--- config.mk ---
export PLATFORM = sky130hd
export DESIGN_NAME = riscv_mem_arbiter
export DESIGN_NICKNAME = d
export VERILOG_FILES = /design/src/rtl/riscv_defines.sv /design/src/rtl/riscv_mem_arbiter.sv
export SDC_FILE = /design/constraint.sdc
export NUM_CORES = 1
export LEC_CHECK = 0
export BUFFER_PORTS_ARGS = -buffer_cell sky130_fd_sc_hd__clkbuf_2
export CORE_AREA = 2 2 103 105
export CTS_BUF_LIST = sky130_fd_sc_hd__clkbuf_4 sky130_fd_sc_hd__clkbuf_8
export DETAILED_ROUTE_END_ITERATION = 12
export DIE_AREA = 0 0 105 107
export GPL_ROUTABILITY_DRIVEN = 0
export PLACE_DENSITY_LB_ADDON = 0.08
export SETUP_SLACK_MARGIN = 0.02
export SKIP_CTS_REPAIR_TIMING = 1
export SLEW_MARGIN = 20
export SYNTH_ARGS = -nofsm -noshare
export SYNTH_HDL_FRONTEND = slang
export SYNTH_SLANG_ARGS = --single-unit
--- constraint.sdc ---
create_clock -name clk -period 1.9 [get_ports clk]
set_input_delay 0.19 -clock clk [delete_from_list [all_inputs] [get_ports clk]]
set_output_delay 0.19 -clock clk [all_outputs]
set_load 0.01 [all_outputs]
--- src/rtl/riscv_defines.sv ---
// Shared definitions for the RISC-V memory subsystem: response-owner encoding
// and a helper to size saturating counters.
package riscv_defines;

  typedef enum logic [1:0] {
    OWN_NONE  = 2'd0,
    OWN_FETCH = 2'd1,
    OWN_DATA  = 2'd2
  } owner_e;

  // Bits needed to hold 0..max_val inclusive (at least one).
  function automatic int cnt_width(input int max_val);
    return (max_val < 1) ? 1 : $clog2(max_val + 1);
  endfunction

endpackage

--- src/rtl/riscv_mem_arbiter.sv ---
// Fetch/data arbiter in front of one single-port synchronous-read memory.
// Data wins contention unless fetch has been denied MAX_WAIT cycles in a row.
module riscv_mem_arbiter #(
  parameter int ADDR_WIDTH = 32,
  parameter int DATA_WIDTH = 32,
  parameter int MAX_WAIT   = 4
) (
  input  logic                  clk,
  input  logic                  reset,
  input  logic                  if_req_valid,
  output logic                  if_req_ready,
  input  logic [ADDR_WIDTH-1:0] if_addr,
  output logic                  if_rsp_valid,
  output logic [DATA_WIDTH-1:0] if_rdata,
  input  logic                  d_req_valid,
  output logic                  d_req_ready,
  input  logic                  d_we,
  input  logic [ADDR_WIDTH-1:0] d_addr,
  input  logic [DATA_WIDTH-1:0] d_wdata,
  output logic                  d_rsp_valid,
  output logic [DATA_WIDTH-1:0] d_rdata,
  output logic                  mem_en,
  output logic                  mem_we,
  output logic [ADDR_WIDTH-1:0] mem_addr,
  output logic [DATA_WIDTH-1:0] mem_wdata,
  input  logic [DATA_WIDTH-1:0] mem_rdata
);

  import riscv_defines::*;

  localparam int              CNT_W   = cnt_width(MAX_WAIT);
  localparam logic [CNT_W-1:0] CNT_MAX = CNT_W'(MAX_WAIT);

  logic [CNT_W-1:0] starve_q, starve_d;
  owner_e           owner_q, owner_d;
  logic             starved;
  logic             gnt_if;
  logic             gnt_d;

  // Readies depend only on the other requester and the counter, never on own valid.
  always_comb begin
    starved      = (starve_q == CNT_MAX);
    if_req_ready = !reset && (!d_req_valid || starved);
    d_req_ready  = !reset && !(if_req_valid && starved);
    gnt_if       = if_req_valid && if_req_ready;
    gnt_d        = d_req_valid && d_req_ready;
  end

  always_comb begin
    starve_d = starve_q;
    owner_d  = OWN_NONE;
    if (!if_req_valid || gnt_if) begin
      starve_d = '0;
    end else if (!starved) begin
      starve_d = starve_q + CNT_W'(1);
    end
    if (gnt_if) begin
      owner_d = OWN_FETCH;
    end else if (gnt_d && !d_we) begin
      owner_d = OWN_DATA;
    end
  end

  always_ff @(posedge clk or posedge reset) begin
    if (reset) begin
      starve_q <= '0;
      owner_q  <= OWN_NONE;
    end else begin
      starve_q <= starve_d;
      owner_q  <= owner_d;
    end
  end

  // Memory port is steered from the winner; a losing or idle requester contributes nothing.
  always_comb begin
    mem_en    = 1'b0;
    mem_we    = 1'b0;
    mem_addr  = '0;
    mem_wdata = '0;
    if (gnt_if) begin
      mem_en   = 1'b1;
      mem_addr = if_addr;
    end else if (gnt_d) begin
      mem_en    = 1'b1;
      mem_we    = d_we;
      mem_addr  = d_addr;
      mem_wdata = d_we ? d_wdata : '0;
    end
  end

  always_comb begin
    if_rsp_valid = (owner_q == OWN_FETCH);
    d_rsp_valid  = (owner_q == OWN_DATA);
    if_rdata     = if_rsp_valid ? mem_rdata : '0;
    d_rdata      = d_rsp_valid ? mem_rdata : '0;
  end

endmodule

==> metrics.md <==
| Metric | Value |
|---|---|
| Critical Path RT | `1710 ps` |
| CTS tree | `done` |
| Final Routed Wirelength | `8540 um` |
| First-pass GRT wire length | `10,600 um` |
| Non-Filler Instances | `595` |
| Synth Cell Area | `0.00134 sq mm` |
| DIE WIDTH | `105 um` |
| Finish-stage setup viols | `30` |
| Final-report hold violation count | `5` |
| DRC | `0` |
| Synth Register Bits | `5` |
| Crit Path Class | `reg -> out` |
| Initial Util | `13.3%` |
| CTS buffer count | `3` |
| Synthesized Nets | `319` |
| Post-DP HPWL | `6360 um` |
| Slew margin rel. | `69.4%` |
| Routed wire per std cell | `14.3 um` |
| DR vias | `2,404` |
| Sequential area share after synthesis | `9.31%` |
| Worst-case vdd ir drop | `0.190 mV` |
| Die Area | `0.0112 sq mm` |
| Register Area | `125 sq um` |
| Pleak | `2.06 nW` |
| Post-synth cell types | `23` |
| Die height | `107 um` |
| Worst-Margin Slew | `458 ps` |
| Antenna Cells | `0` |
| CTS Root Cell | `clkbuf_8` |
| DRT antenna net count | `0` |
| Fmax | `519 MHz` |
| Initial DRT Pass Iterations | `4` |
| Worst-path fanout max | `9` |
| Hold Crit Class | `in -> async` |
| Num rows | `37` |
| FILL cells | `1,117` |
| Worst Setup End Kind | `primary output` |
| Largest net degree at the start of global routing | `37` |
| GR Util All Layers | `11.8%` |
| Startpoint Class | `flop` |
| Fin. max-slew vios | `0` |
| Vias per cell | `4.04` |
| Final setup margin | `-27.4 ps` |
| Cell Pwr Density | `280 mW/mm^2` |
| Vias in the first global route | `2,057` |
| Final Skew | `0.526 ps` |
| Critical path arrival | `1740 ps` |
| Layout cells sized above 1 | `66.4%` |
| H-tree lvl count | `1` |
| Clock slew at reported path FFs | `30 ps` |
| Status | `complete, but fails checks` |
| Sum Neg Setup Slack | `-359 ps` |
| Drt initial violations | `95` |
| Synth Warn # | `0` |
| Initial antenna violation count | `0` |
| Avg Cell Area, Syn | `7.30 sq um` |
| Fin crit period | `1930 ps` |
| Area of the multi-input gates | `0.00112 sq mm` |
| Final Cycle Share | `101%` |
| Clock Latency Late Sink | `220 ps` |
| Gr ovfl total | `0` |
| CTS sink count | `5` |
| RSZ-0062 raised after global routing | `yes` |
| Post-Synthesis Cells | `184` |
| Port bufs | `266` |
| Placed cell count | `573` |
| Core ar. | `0.0101 sq mm` |
| Max Root-Sink Buffers | `2` |
| I/O Pins | `267` |
| Post-layout nets | `595` |
| Max-capacitance violation count | `0` |
| Hold WS | `-5.44 ps` |
| Area delta synth->final | `136%` |
| Final core occ | `31.4%` |
| Failing checks | `hold timing, setup timing` |
## final timing paths
path / cells past startpoint / slack [ps] / end / from
max in group asynchronous: 3 / 1800 / owner_q[0]$_DFF_PP0_ / reset
min reg2reg: 1 / 640 / starve_q[2]$_DFFE_PP0P_ / starve_q[2]$_DFFE_PP0P_
min: 3 / -5 / starve_q[2]$_DFFE_PP0P_ / reset
max reg2reg: 8 / 400 / owner_q[0]$_DFF_PP0_ / starve_q[0]$_DFFE_PP0P_
min in group clk: 3 / 320 / starve_q[2]$_DFFE_PP0P_ / if_req_valid
max: 7 / -30 / mem_addr[0] / starve_q[0]$_DFFE_PP0P_
## cells in the final DEF (no fill, tap or decap)
cell,count
a31oi_1,1
and3_4,2
nor3b_4,1
nand2_1,5
nor2_1,4
inv_1,1
clkbuf_8,3
a22o_4,3
buf_12,2
a21oi_1,2
inv_2,2
buf_2,43
and2_1,65
a21boi_4,1
buf_8,2
dfrtp_1,5
buf_4,12
nand3_1,2
clkbuf_2,220
o22ai_1,2
buf_6,6
o21ai_0,1
ha_1,1
ha_4,1
a22o_1,29
nor2b_1,3
and3_1,32
clkbuf_4,1
o221ai_1,1
clkbuf_16,6
## kinds of logic (layout without fill, tap and decap cells)
kind of cell | count (synthesis) | in the layout | share of synthesized area [%]
AND/OR/NAND/NOR | 113 | 114 | 52.0
adder cells (fa/ha/maj) | 2 | 2 | 1.86
flip-flops | 5 | 5 | 9.31
AO/OA/AOI/OAI | 40 | 40 | 25.1
buffers and inverters | 24 | 298 | 11.6
## synth_stat cells
cell type,n,area [sq um]
a22o_1,29,254
nor2b_1,3,18.8
buf_4,1,7.51
and3_4,1,11.3
a21oi_1,2,10.0
nand3_1,2,10.0
inv_1,3,11.3
a22o_2,3,30.0
and3_1,32,200
o22ai_1,2,12.5
and2_1,65,407
buf_6,8,90.1
clkbuf_1,10,37.5
a31oi_1,1,6.26
nand2_1,5,18.8
nor3b_4,1,18.8
dfrtp_1,5,125
o21ai_0,1,5.00
a21boi_2,1,11.3
buf_2,2,10.0
ha_1,2,25.0
nor2_1,4,15.0
o221ai_1,1,8.76
## stage by stage
stage	power, mW	hold slack, ps	area [sq um]	setup WS (ps)
after detailed placement	0.601	184	2790	114
final	0.887	-5.44	3170	-27.4
after floorplan	0.343	138	1340	259
after global placement	0.602	177	2790	158
after CTS	0.816	-49.4	2830	-123
after global routing	0.951	21.0	3170	-94.2
## sequential cells by signal (all words and copies together) (netlist names)
signal / cells
owner_q: 2
starve_q: 3
## critical path, stage by stage (launching register included)
cell	delay, ps
dfrtp_1	390
inv_2	80
ha_4	150
nand3_1	110
and3_4	270
clkbuf_16	180
a22o_1	180
buf_2	140
## metal layers
layer  routed length [um]  vias to the layer above  share of wire (%)  global-route usage (%)
li1                     -                     1202                  -                       -
met1                 3100                     1062                 36                    12.0
met2                 4690                      136                 55                    24.2
met3                  676                        4                7.9                    2.13
met4                   69                        0               0.81                    3.52
met5                    0                        -                  0                       0
## power by group
| group | switching, mW | internal [mW] |
|---|---|---|
| Clock | 0.0495 | 0.158 |
| Sequential | 0.00506 | 0.113 |
| Combinational | 0.254 | 0.308 |
| Total | 0.308 | 0.579 |
## cell type report
class	count	share of cell area, %
Inverter	3	0.356
Tap cell	136	5.38
Multi-Input combinational cell	156	35.3
Timing Repair Buffer	291	53.5
Clock buffer	4	1.54
Sequential cell	5	3.95
Note: power is estimated with default switching activity, not from simulation.
